**src/rtl/sparc_mem_pkg.sv**
```systemverilog
// Shared opcode, error-code and FSM definitions for the SPARC memory path.
package sparc_mem_pkg;

   // Memory opcodes as presented by the datapath and forwarded to the RAM.
   localparam logic [5:0] OP_LDUB = 6'h01;
   localparam logic [5:0] OP_LDUH = 6'h02;
   localparam logic [5:0] OP_LDW  = 6'h08;
   localparam logic [5:0] OP_LDSB = 6'h09;
   localparam logic [5:0] OP_LDSH = 6'h0A;
   localparam logic [5:0] OP_STB  = 6'h05;
   localparam logic [5:0] OP_STH  = 6'h06;
   localparam logic [5:0] OP_STW  = 6'h04;

   // Completion status reported alongside done.
   localparam logic [1:0] ERR_NONE     = 2'b00;
   localparam logic [1:0] ERR_MISALIGN = 2'b01;
   localparam logic [1:0] ERR_TIMEOUT  = 2'b10;
   localparam logic [1:0] ERR_ILLEGAL  = 2'b11;

   // Controller states, in the order an access normally walks them.
   typedef enum logic [2:0] {
      ST_IDLE,
      ST_CHECK,
      ST_SETUP,
      ST_ACTIVE,
      ST_RELEASE,
      ST_FINISH
   } state_t;

   // True for every opcode that returns data into rdata.
   function automatic logic is_load(input logic [5:0] op);
      logic res;
      res = (op == OP_LDUB) || (op == OP_LDUH) || (op == OP_LDW) ||
            (op == OP_LDSB) || (op == OP_LDSH);
      return res;
   endfunction

   // Bytes moved by an opcode; 0 marks an opcode the RAM does not understand.
   function automatic logic [2:0] access_size(input logic [5:0] op);
      logic [2:0] res;
      case (op)
         OP_LDUB, OP_LDSB, OP_STB: res = 3'd1;
         OP_LDUH, OP_LDSH, OP_STH: res = 3'd2;
         OP_LDW,  OP_STW:          res = 3'd4;
         default:                  res = 3'd0;
      endcase
      return res;
   endfunction

   function automatic logic is_legal(input logic [5:0] op);
      return access_size(op) != 3'd0;
   endfunction

   // Halfwords need an even address, words a multiple of four.
   function automatic logic is_misaligned(input logic [5:0] op, input logic [7:0] addr);
      logic res;
      case (access_size(op))
         3'd2:    res = addr[0];
         3'd4:    res = |addr[1:0];
         default: res = 1'b0;
      endcase
      return res;
   endfunction

endpackage

```
**src/rtl/mfc_sync.sv**
```systemverilog
// Two-flop synchronizer bringing the RAM's asynchronous MFC into the clk domain.
module mfc_sync (
   input  logic clk,
   input  logic reset,
   input  logic mfc_raw,
   output logic mfc_synced
);

   logic meta;

   // Shift the raw level through two flops; reset clears both stages.
   always_ff @(posedge clk) begin
      if (reset) begin
         meta       <= 1'b0;
         mfc_synced <= 1'b0;
      end else begin
         meta       <= mfc_raw;
         mfc_synced <= meta;
      end
   end

endmodule

```
**src/rtl/mem_access_ctrl.sv**
```systemverilog
// Load/store controller running the MFA/MFC handshake to the asynchronous ram_256b.
//
// Datapath handshake: req is sampled only while busy is low (IDLE). The
// accepting edge raises busy; busy stays high until the edge that raises the
// single-cycle done pulse (with err/err_code valid in that same cycle). A new
// req may be presented during the done cycle and is accepted on the next edge.
module mem_access_ctrl
   import sparc_mem_pkg::*;
#(
   parameter int TIMEOUT_CYC = 64,
   parameter int SETUP_CYC   = 2
) (
   input  logic        clk,
   input  logic        reset,
   input  logic        req,
   input  logic [5:0]  op,
   input  logic [7:0]  addr,
   input  logic [31:0] wdata,
   output logic        busy,
   output logic        done,
   output logic [31:0] rdata,
   output logic        err,
   output logic [1:0]  err_code,
   output logic        mfa,
   output logic [5:0]  ram_op,
   output logic [7:0]  ram_addr,
   output logic [31:0] ram_din,
   input  logic [31:0] ram_dout,
   input  logic        mfc
);

   localparam int TW = $clog2(TIMEOUT_CYC + 1);
   localparam int SW = $clog2(SETUP_CYC + 1);

   state_t        state;
   state_t        state_nxt;
   logic [1:0]    err_q;
   logic [1:0]    err_nxt;
   logic [5:0]    op_q;
   logic [7:0]    addr_q;
   logic [31:0]   wdata_q;
   logic [31:0]   rbuf;
   logic [TW-1:0] tcnt;
   logic [SW-1:0] scnt;
   logic          mfc_s;
   logic          setup_done;
   logic          timed_out;

   mfc_sync u_mfc_sync (
      .clk        (clk),
      .reset      (reset),
      .mfc_raw    (mfc),
      .mfc_synced (mfc_s)
   );

   // The wait that reaches TIMEOUT_CYC cycles gives up on this edge.
   assign timed_out  = (tcnt == TW'(TIMEOUT_CYC - 1));
   assign setup_done = (scnt == SW'(SETUP_CYC - 1));

   // Next-state and pending error code for the access sequence.
   always_comb begin
      state_nxt = state;
      err_nxt   = err_q;
      case (state)
         ST_IDLE: begin
            if (req) begin
               state_nxt = ST_CHECK;
               err_nxt   = ERR_NONE;
            end
         end
         ST_CHECK: begin
            if (!is_legal(op_q)) begin
               state_nxt = ST_FINISH;
               err_nxt   = ERR_ILLEGAL;
            end else if (is_misaligned(op_q, addr_q)) begin
               state_nxt = ST_FINISH;
               err_nxt   = ERR_MISALIGN;
            end else begin
               state_nxt = ST_SETUP;
            end
         end
         ST_SETUP: begin
            if (setup_done) state_nxt = ST_ACTIVE;
         end
         ST_ACTIVE: begin
            if (mfc_s) begin
               state_nxt = ST_RELEASE;
            end else if (timed_out) begin
               state_nxt = ST_FINISH;
               err_nxt   = ERR_TIMEOUT;
            end
         end
         ST_RELEASE: begin
            if (!mfc_s) begin
               state_nxt = ST_FINISH;
            end else if (timed_out) begin
               state_nxt = ST_FINISH;
               err_nxt   = ERR_TIMEOUT;
            end
         end
         ST_FINISH: begin
            state_nxt = ST_IDLE;
         end
         default: begin
            state_nxt = ST_IDLE;
         end
      endcase
   end

   // State register and latched error code.
   always_ff @(posedge clk) begin
      if (reset) begin
         state <= ST_IDLE;
         err_q <= ERR_NONE;
      end else begin
         state <= state_nxt;
         err_q <= err_nxt;
      end
   end

   // Capture the request so the datapath may change its lines after acceptance.
   always_ff @(posedge clk) begin
      if (reset) begin
         op_q    <= 6'h00;
         addr_q  <= 8'h00;
         wdata_q <= 32'h0;
      end else if (state == ST_IDLE && req) begin
         op_q    <= op;
         addr_q  <= addr;
         wdata_q <= wdata;
      end
   end

   // Setup-hold counter runs only in SETUP; timeout counter restarts per wait phase and saturates.
   always_ff @(posedge clk) begin
      if (reset) begin
         scnt <= '0;
         tcnt <= '0;
      end else begin
         if (state == ST_SETUP) scnt <= scnt + SW'(1);
         else                   scnt <= '0;

         if ((state_nxt == ST_ACTIVE  && state != ST_ACTIVE) ||
             (state_nxt == ST_RELEASE && state != ST_RELEASE)) begin
            tcnt <= '0;
         end else if ((state == ST_ACTIVE || state == ST_RELEASE) &&
                      tcnt != TW'(TIMEOUT_CYC)) begin
            tcnt <= tcnt + TW'(1);
         end
      end
   end

   // RAM lines load once when SETUP begins and then stay put through RELEASE.
   always_ff @(posedge clk) begin
      if (reset) begin
         ram_op   <= 6'h00;
         ram_addr <= 8'h00;
         ram_din  <= 32'h0;
      end else if (state == ST_CHECK && state_nxt == ST_SETUP) begin
         ram_op   <= op_q;
         ram_addr <= addr_q;
         ram_din  <= wdata_q;
      end
   end

   // Load data is buffered when MFC is seen and only published on a clean finish.
   always_ff @(posedge clk) begin
      if (reset) begin
         rbuf  <= 32'h0;
         rdata <= 32'h0;
      end else begin
         if (state == ST_ACTIVE && mfc_s && is_load(op_q)) rbuf <= ram_dout;
         if (state == ST_FINISH && err_q == ERR_NONE && is_load(op_q)) rdata <= rbuf;
      end
   end

   // Registered handshake and status outputs.
   always_ff @(posedge clk) begin
      if (reset) begin
         mfa      <= 1'b0;
         busy     <= 1'b0;
         done     <= 1'b0;
         err      <= 1'b0;
         err_code <= ERR_NONE;
      end else begin
         mfa      <= (state_nxt == ST_ACTIVE);
         busy     <= (state_nxt != ST_IDLE);
         done     <= (state == ST_FINISH);
         err      <= (state == ST_FINISH) && (err_q != ERR_NONE);
         err_code <= (state == ST_FINISH) ? err_q : ERR_NONE;
      end
   end

endmodule
```
**config.mk**
```make
export PLATFORM = sky130hd
export DESIGN_NAME = mem_access_ctrl
export DESIGN_NICKNAME = d
export VERILOG_FILES = /design/src/rtl/sparc_mem_pkg.sv /design/src/rtl/mfc_sync.sv /design/src/rtl/mem_access_ctrl.sv
export SDC_FILE = /design/constraint.sdc
export NUM_CORES = 1
export LEC_CHECK = 0
export CORE_AREA = 8 8 125 127
export DETAILED_ROUTE_END_ITERATION = 7
export DIE_AREA = 0 0 133 135
export HOLD_SLACK_MARGIN = 0.05
export PLACE_DENSITY = 0.82
export SETUP_SLACK_MARGIN = 0.4
export SLEW_MARGIN = 20
export SYNTH_ARGS = -nofsm -noshare
export SYNTH_HDL_FRONTEND = slang
export SYNTH_HIERARCHICAL = 1
export SYNTH_SLANG_ARGS = --single-unit
```
**constraint.sdc**
```tcl
create_clock -name clk -period 2.4 [get_ports clk]
set_input_delay 0.72 -clock clk [delete_from_list [all_inputs] [get_ports clk]]
set_output_delay 0.72 -clock clk [all_outputs]
set_load 0.05 [all_outputs]
```
; Yosys cells after proc, flatten, opt, wreduce, memory -nomap -nowiden
; Memory sizes are Yosys's and may differ from the RTL's. A register that Yosys moved wholly into a read port is not among the register bits.
; Cells that the tools add are included.
[word_totals]
romBits = 96
ff_bits = 178
mem_count = 2
output_inout_bits = 84
[classes]
bitwise_logic = 2
n_eq_ne = 24
add_sub_neg = 2
reduce_logical = 28
n_mux = 27
[memory_table]
columns = memory, words, width, rd, rd_clocked_by_memory_dff, wr, line
row1 = (name not given), 16, 3, 1, 1, 0, sparc_mem_pkg.sv:41  ; case (op)
row2 = (name not given), 16, 3, 1, 1, 0, sparc_mem_pkg.sv:41
[ops]
columns = cell, count
row1 = 3-bit 2-to-1 mux, 12
row2 = "6-bit by 4-bit == test with 1-bit output, second input constant", 3
row3 = 4-bit 2-to-1 mux, 4
row4 = "3-bit by 2-bit == test with 1-bit output, second input constant", 5
row5 = 3-bit one-hot mux with 5 select lines, 1
row6 = "3-bit == test, second input constant", 4
row7 = 2-bit 2-to-1 mux, 6
row8 = 1-bit logical AND, 10
row9 = 2-bit one-hot mux with 4 select lines, 1
row10 = 2-bit OR reduction, 4
row11 = "7-bit by 1-bit adder with 7-bit output, second input constant", 1
row12 = "7-bit by 6-bit == test with 1-bit output, second input constant", 1
row13 = "7-bit inequality test, second input constant", 1
row14 = "6-bit by 1-bit == test with 1-bit output, second input constant", 1
row15 = "6-bit by 2-bit == test with 1-bit output, second input constant", 1
row16 = 1-bit logical OR, 6
row17 = "3-bit inequality test, second input constant", 2
row18 = 3-bit nonzero test, 2
row19 = 5-bit AND reduction, 1
row20 = 2-bit logical NOT, 2
row21 = "2-bit inequality test, second input constant", 2
row22 = 4-bit nonzero test, 1
row23 = "3-bit by 1-bit == test with 1-bit output, second input constant", 1
row24 = 3-bit logical NOT, 1
row25 = other kinds (8), 10

; Depth between registers and ports, before layout
; Gate-level depths: netlist of run 1.
[logic_depth]
ltp_word = 17
mapped_depth = 7
mapped_depth_nobuf = 7

; Hierarchy
; The synthesis of run 1 kept the hierarchy.
[modules_own_cells]
columns = module, cells_per_inst, seq_area_each_um2, area_each_um2, n_inst
row1 = mem_access_ctrl, 772, 3583.4, 6511.2, 1
row2 = mfc_sync, 4, 40.0, 52.6, 1

; Worst setup path before layout of run 1
; OpenSTA, ideal clock, no wires.
[synth_timing]
path_kind = input -> register
start = input port req
end = register addr_q[0]
t_arrival_ns = 1.804
setup_ns = 0.132
required_ns = 2.268
path_buffers = 2
setup_slack_ns = 0.463
stages = 5
path_cell_list = or4b_2 buf_2 clkbuf_1 nand2_1 a21oi_1
[synth_between]
elab_chain_len = 1
[synth_lines]
columns = item, line
row1 = "start, declared", mem_access_ctrl.sv:15  ; input logic req,
row2 = 1-bit logical AND, mem_access_ctrl.sv:127  ; end else if (state == ST_IDLE && req) begin
row3 = "end signal, assigned", mem_access_ctrl.sv:129  ; addr_q <= addr;
row4 = "end, declared", mem_access_ctrl.sv:40  ; logic [7:0] addr_q;
; No other way between the ends.
; A chain may end at the register's enable or synchronous reset.

; Worst setup path in the final report of run 1
[layout_timing]
start = register op_q[5]
end = register rdata[9]
[layout_between]
elab_chain_len = 6
word_cells_on_any_way = 10
cone_classes = eq/ne (5) / reduce/logical (5)
[layout_lines]
columns = item, line
row1 = "start, declared", mem_access_ctrl.sv:39  ; logic [5:0] op_q;
row2 = "start signal, assigned", mem_access_ctrl.sv:128  ; op_q <= op;
row3 = 6-bit by 1-bit == test with 1-bit output or 6-bit by 2-bit == test with 1-bit output (tied branches), sparc_mem_pkg.sv:33  ; res = (op == OP_LDUB) || (op == OP_LDUH) || (op == OP_LDW) ||
row4 = 1-bit logical OR (3 in a row), sparc_mem_pkg.sv:33
row5 = 1-bit logical OR (*), sparc_mem_pkg.sv:34  ; (op == OP_LDSB) || (op == OP_LDSH);
row6 = 1-bit logical AND (*), mem_access_ctrl.sv:173  ; if (state == ST_FINISH && err_q == ERR_NONE && is_load(op_q)) rdata <= rbuf;
row7 = "end signal, assigned", mem_access_ctrl.sv:173
row8 = "end, declared", mem_access_ctrl.sv:21  ; output logic [31:0] rdata,
; Mark *: on every way between the ends. The rest lies on a longest branch, timed or not.

==> impl_results.md, run 1 <==
* CP Cell Sequence: or3_4 > a211oi_4 > nor4b_4 > buf_4 > buf_12 > mux2i_2 > nor2_1
* Post-synth EDFFs at 0
* Vias at between 5000 and 6000
* Count leader, synth: nand2_1
* Period Utilization, post-route at 81.17%
* Max_slew headroom at 62.90%
* Setup tns final at 0 ns
* Antenna violations before repair at 0
* HP Start: scnt[0]
* HPWL Detailed at 11.21 mm
* Crit path kind: reg -> reg
* Post-synthesis register bit count at 181
* Synth cell types at 49
* Wire per inst at 15.26 µm
* Top post-synthesis cells by area: dfxtp_1, nand2_1, a21oi_1, mux2i_1, nor2_1
* R2R setup slack at 0.45 ns
* GR Overflow Total at 0
* R2R Path Start: op_q[5]
* Root buffer cell: clkbuf_16
* Syn_nets at between 800 and 900
* Hold endpoint: scnt[0]
* Worst path top cell family by delay: simple AND/OR/NAND/NOR gates
* Worst-Margin Slew at 0.5554 ns
* First-pass iteration count of the detailed router at 4
* Lkg Pwr at 3.225 nW
* Critical path arrival at 2.25 ns
* TritonCTS clock tree: built
* Worst-Skew Late Latency at 0.43 ns
* Fill count at 1067
* Post-DP Area at 8404 µm²
* Worst setup SP type: register
* WP buf/inv at 2
* Fin crit period at 1.948 ns
* Initial Utilization at between 40% and 50%
* Max Clk Rate at ~500 MHz
* Count of final hold-check violations at 0
* Worst R2R End: rdata[9]
* Vias in the first global route at 5614
* Synth cell count leaders: nand2_1, dfxtp_1, a21oi_1
* Die height at ~140 µm
* Nets@finish at 1025
* Clk slew on worst S/H paths at 0.06 ns
* Fraction of layout cells with a size suffix above 1 at 17.42%
* ANT cells at 0
* CTS Buf Count at 17
* Placeable core area at 13610 µm²
* Slew Limit Fails at 0
* Total Power at roughly 0.0078 W
* Yosys top cell area share at between 50 and 60%
* Layout Utilization at between 60% and 70%
* Crit end category: register
* Status: finished, final reports clean
* Hold/Removal Path Class: reg -> reg
* Remaining DRCs at 0
* First-pass GRT wire length at 27.80 mm
* Area Overhead vs Synth at 40.32%
* Max stage delay on crit path at 0.38 ns
* Fin area at 9210 µm²
* Die area at 17960 µm²
* VDD IR max at between 0.0005 and 0.0006 V
* GP Congestion at 0.7996
* Clk_skew at 0.01384 ns
* Power Density at 850.2 nW/µm²
* CP max-delay cell: or3_4
* DR vias/cell at 5.090
* Register area share after synthesis at 55.20%
* FFs w/ async S/R, synth at 0%
* Hold depth at 1
* Clk sink count at 181
* Mapped Cells at 776
* Synth area leader: dfxtp_1
* Final setup fails at 0
* FP Rows at between 40 and 50
* Worst path required time at 2.70 ns
* Hold slack at around 0.44 ns
* Main synth FF type: dfxtp_1
* R2R cell count at 7
* Number of max-cap violations at 0
* CTS Hold Buffers Added at 0
* Mapped Area at between 6000 and 7000 µm²
* Mean Syn Cell Area at around 8.5 µm²
* Ys Warns at 6
* Largest net degree at the start of global routing at 67
* Port Buf Inserts at 165
* CTS H-tree lvls at 4
* RSZ-0062 raised after global routing: yes
* GRT Total Usage at 19.01%
* CTS Buffer Depth at 2
* Starting DRT DRC Count at between 300 and 400
* I/O pins at 166
* Crit-path max FO at 8
* Die X at roughly 130 µm
* Detailed Route WL at 17.28 mm
* Antenna-violating nets left at 0
stage by stage:
step	worst slack (ns)	cells
finish	0.4518	1133
global route	0.3437	1133
CTS	0.2818	1124
detailed placement	-0.1063	1088
global placement	-0.1055	1088
floorplan	0.4634	776
worst max path at each step:
stage                     start           to  cells past startpoint  slack [ns]
floorplan                   req    addr_q[0]                      5        0.46
global placement            req     register                      6       -0.11
detailed placement          req     register                      6       -0.11
CTS                 ram_din[14]  ram_din[14]                      1        0.28
global route            op_q[5]     rdata[9]                      7        0.34
finish                  op_q[5]     rdata[9]                      7        0.45
cells in the final DEF, fill, tap and decap left out, types with 5 or more instances in the layout:
cell type,Yosys,layout
a21oi_1,129,128
buf_4,0,23
clkbuf_16,0,18
clkbuf_2,0,16
clkdlybuf4s15_2,0,67
clkdlybuf4s50_1,0,80
dfxtp_1,181,177
inv_1,7,7
mux2i_1,34,33
nand2_1,249,249
nand4_1,5,5
nor2_1,48,48
nor2b_1,6,6
nor3_1,7,7
worst register-to-register path, stage by stage (launching register included):
cell and delay, ns:
dfxtp_4 0.36, or3_4 0.38, a211oi_4 0.20, nor4b_4 0.25
buf_4 0.20, buf_12 0.15, mux2i_2 0.23, nor2_1 0.05
metal layers:
metal	part of all wire, %	vias to the layer above	GRT usage (%)
met5	0	-	0
met4	1.3	0	5.552
met3	8.9	23	8.878
met2	46	169	29.86
met1	44	2687	22.74
li1	-	2888	-
flip-flops by register name (all words and copies together) (netlist names), 6 cells and up, named ones only:
register	flops
addr_q	8
op_q	6
ram_addr	8
ram_din	32
ram_op	6
rbuf	32
rdata	32
tcnt	7
wdata_q	32
repair_timing:
action                                  in CTS  in global routing
endpoints found under the hold margin        0                  0
gates resized for setup                    239                 31
setup buffers                                2                  7
endpoints found under the setup margin     137                111
gates cloned                                 2                  2
pin swaps                                    1                  3
area by class of cell:
class | instances | area [µm²] | area share (%)
flip-flops and latches | 181 | 3631 | 39.42
repair buffers | 197 | 2006 | 21.78
inverters | 7 | 26.28 | 0.2853
well taps | 180 | 225.2 | 2.445
clock buffers | 21 | 460.4 | 4.999
multi-input cells | 536 | 2738 | 29.72
clock inverters | 11 | 123.9 | 1.345
where the power goes:
group | switching [W] | internal [W]
logic | 0.000935 | 0.000703
registers | 0.000192 | 0.00325
clock network | 0.00116 | 0.00159
total | 0.00228 | 0.00555
logic make-up after synthesis:
group	Yosys count	share of synthesized area, %
and+or+nand+nor	343	21.88
DFF	181	55.20
AOI/OAI and AO/OA	149	12.16
buffers and inverters	59	4.060
muxes	34	5.185
xor gates and xnor gates	7	0.9341
adders and majority gates	3	0.5719
(Power assumes the default switching activity.)
==> run 2: changes to the inputs <==
Clock period 2.4 ns to 2.03 ns, I/O delays scaled along.
==> impl_results.md, run 2 (synthesized netlist as in run 1, its figures left out) <==
* Register area at 3640 µm² (+0.24%)
* Die X at 133 µm (unchanged)
* Detailed Route WL at 20.74 mm (+20%)
* CTS Buffer Depth at 2 (unchanged)
* Clk_skew at 0.008377 ns (-0.005462 ns)
* Failing checks: negative setup slack
* Slew Limit Fails at 0 (unchanged)
* Met2 usage at 33.12% (+3.3 points)
* First-pass iteration count of the detailed router at 5 (+1)
* Wire per inst at 17.73 µm (+16%)
* VDD IR max at 0.0006729 V (+19%)
* Critical path arrival at 2.37 ns (+0.12 ns)
* Crit path kind: reg -> reg
* Nets@finish at 1062 (+3.6%)
* Fill count at 932 (-13%)
* Root buffer cell: clkbuf_16
* GP Congestion at 0.8055 (+0.74%)
* Power Density at 1042 nW/µm² (+23%)
* Total Power at 0.01040 W (+33%)
* Area Overhead vs Synth at 52.17%
* RSZ-0062 raised after global routing: yes
* Met3 usage at 7.838% (-1.0 points)
* Worst-Margin Slew at 0.5561 ns (+0.0007159 ns)
* Port Buf Inserts at 165 (unchanged)
* Multi-input combinational cell area at 2909 µm² (+6.3%)
* CTS Hold Buffers Added at 0 (unchanged)
* Status: finished, violations left
* Number of max-cap violations at 0 (unchanged)
* Die height at 135 µm (unchanged)
* Count of final hold-check violations at 0 (unchanged)
* Commonest non-fill, non-tap cell in the layout: nand2_1
* Period Utilization, post-route at 101.3% (+20 points)
* Fraction of layout cells with a size suffix above 1 at 24.04% (+6.6 points)
* HPWL Detailed at 11.05 mm (-1.4%)
* Worst setup SP type: register
* Crit end category: register
* First-pass GRT wire length at 29.55 mm (+6.3%)
* Worst path required time at 2.34 ns (-0.36 ns)
* TritonCTS clock tree: built
* Fin crit period at 2.056 ns (+0.1073 ns)
* CTS Buf Count at 17 (unchanged)
* Placeable core area at 13610 µm² (unchanged)
* Global route hottest layer: met2
* Setup tns final at -0.03866 ns (-0.03866 ns)
* DR vias/cell at 5.241 (+3.0%)
* Antenna-violating nets left at 0 (unchanged)
* FP Rows at 43 (unchanged)
* Clk sink count at 181 (unchanged)
* Vias in the first global route at 5848 (+4.2%)
* Max_slew headroom at 62.85% (about the same)
* Most frequent cells in the layout: nand2_1, dfxtp_1, a21oi_1
* ANT cells at 0 (unchanged)
* Vias at 6132 (+6.3%)
* Setup ws final at -0.02551 ns (-0.4773 ns)
* Antenna violations before repair at 0 (unchanged)
* CTS H-tree lvls at 4 (unchanged)
* GRT Total Usage at 20.51% (+1.5 points)
* Max Clk Rate at 486.5 MHz (-5.2%)
* GR Overflow Total at 0 (unchanged)
* Hold/Removal Path Class: reg -> reg
* Worst-Skew Late Latency at 0.43 ns (about the same)
* Die area at 17960 µm² (unchanged)
* Remaining DRCs at 0 (unchanged)
* Clk slew on worst S/H paths at 0.07 ns (about the same)
* I/O pins at 166 (unchanged)
* Lkg Pwr at 3.771 nW (+17%)
* Largest net degree at the start of global routing at 67 (unchanged)
* Starting DRT DRC Count at 473 (+56%)
* Final setup fails at 2 (+2)
* Initial Utilization at 48.22% (unchanged)
* Crit-path max FO at 16 (+8)
* Grt met1 use at 23.39% (+0.65 points)
run 2: what timing repair did:
action	in CTS	in global routing
pin swaps	11	9
gates cloned	11	11
endpoints found under the setup margin	166	177
resized for setup	40	71
buffers inserted	15	9
run 2: area by class of cell:
cell class | instances | area share [%]
sequential | 181 | 36.44
multi-input combinational | 537 | 29.12
timing repair buffer | 233 | 25.82
clock buffer | 18 | 4.397
tap | 180 | 2.255
clock inverter | 14 | 1.704
inverter | 7 | 0.2631
run 2: path summary, 6_finish.rpt:
| kind | slack, ns | from | depth (start not counted) | endpoint |
|---|---|---|---|---|
| max | -0.03 | op_q[5] | 7 | rdata[27] |
| min | 0.45 | scnt[0] | 1 | scnt[0] |
| max reg2reg | -0.03 | op_q[5] | 7 | rdata[27] |
| min reg2reg | 0.45 | scnt[0] | 1 | scnt[0] |
run 2: metrics by stage:
step	hold slack (ns)	std cells	util [%]	setup slack [ns]	cell area, µm²
2_1_floorplan	0.4072	776	-	0.1857	6614
3_3_place_gp	0.4198	1092	60.78	-0.1304	8273
3_5_place_dp	0.4265	1092	60.78	-0.1309	8273
4_1_cts	0.4357	1150	69.30	0.03365	9433
5_1_grt	0.4654	1170	73.38	-0.05182	9988
6_report	0.4453	1170	73.38	-0.02551	9988
run 2: per-layer routing:
metal,vias to the layer above,wire (µm),part of all wire [%]
met5,-,0,0
met2,261,10180,49
li1,2966,-,-
met1,2872,8190,39
met3,33,1947,9.4
met4,0,423,2.0
run 2: report_power, final:
group	total (W)	internal, W	switching [W]
combinational	0.00298	0.00148	0.00150
sequential	0.00407	0.00385	0.000219
clock	0.00335	0.00188	0.00147
total	0.0104	0.00721	0.00319
run 2: worst max-delay path, stage by stage (launching register included):
cell and delay [ns]:
dfxtp_2 0.33, or3_4 0.39, a211oi_4 0.30, nor4b_4 0.26, buf_6 0.17, buf_12 0.18
mux2i_1 0.24, nor2_1 0.07
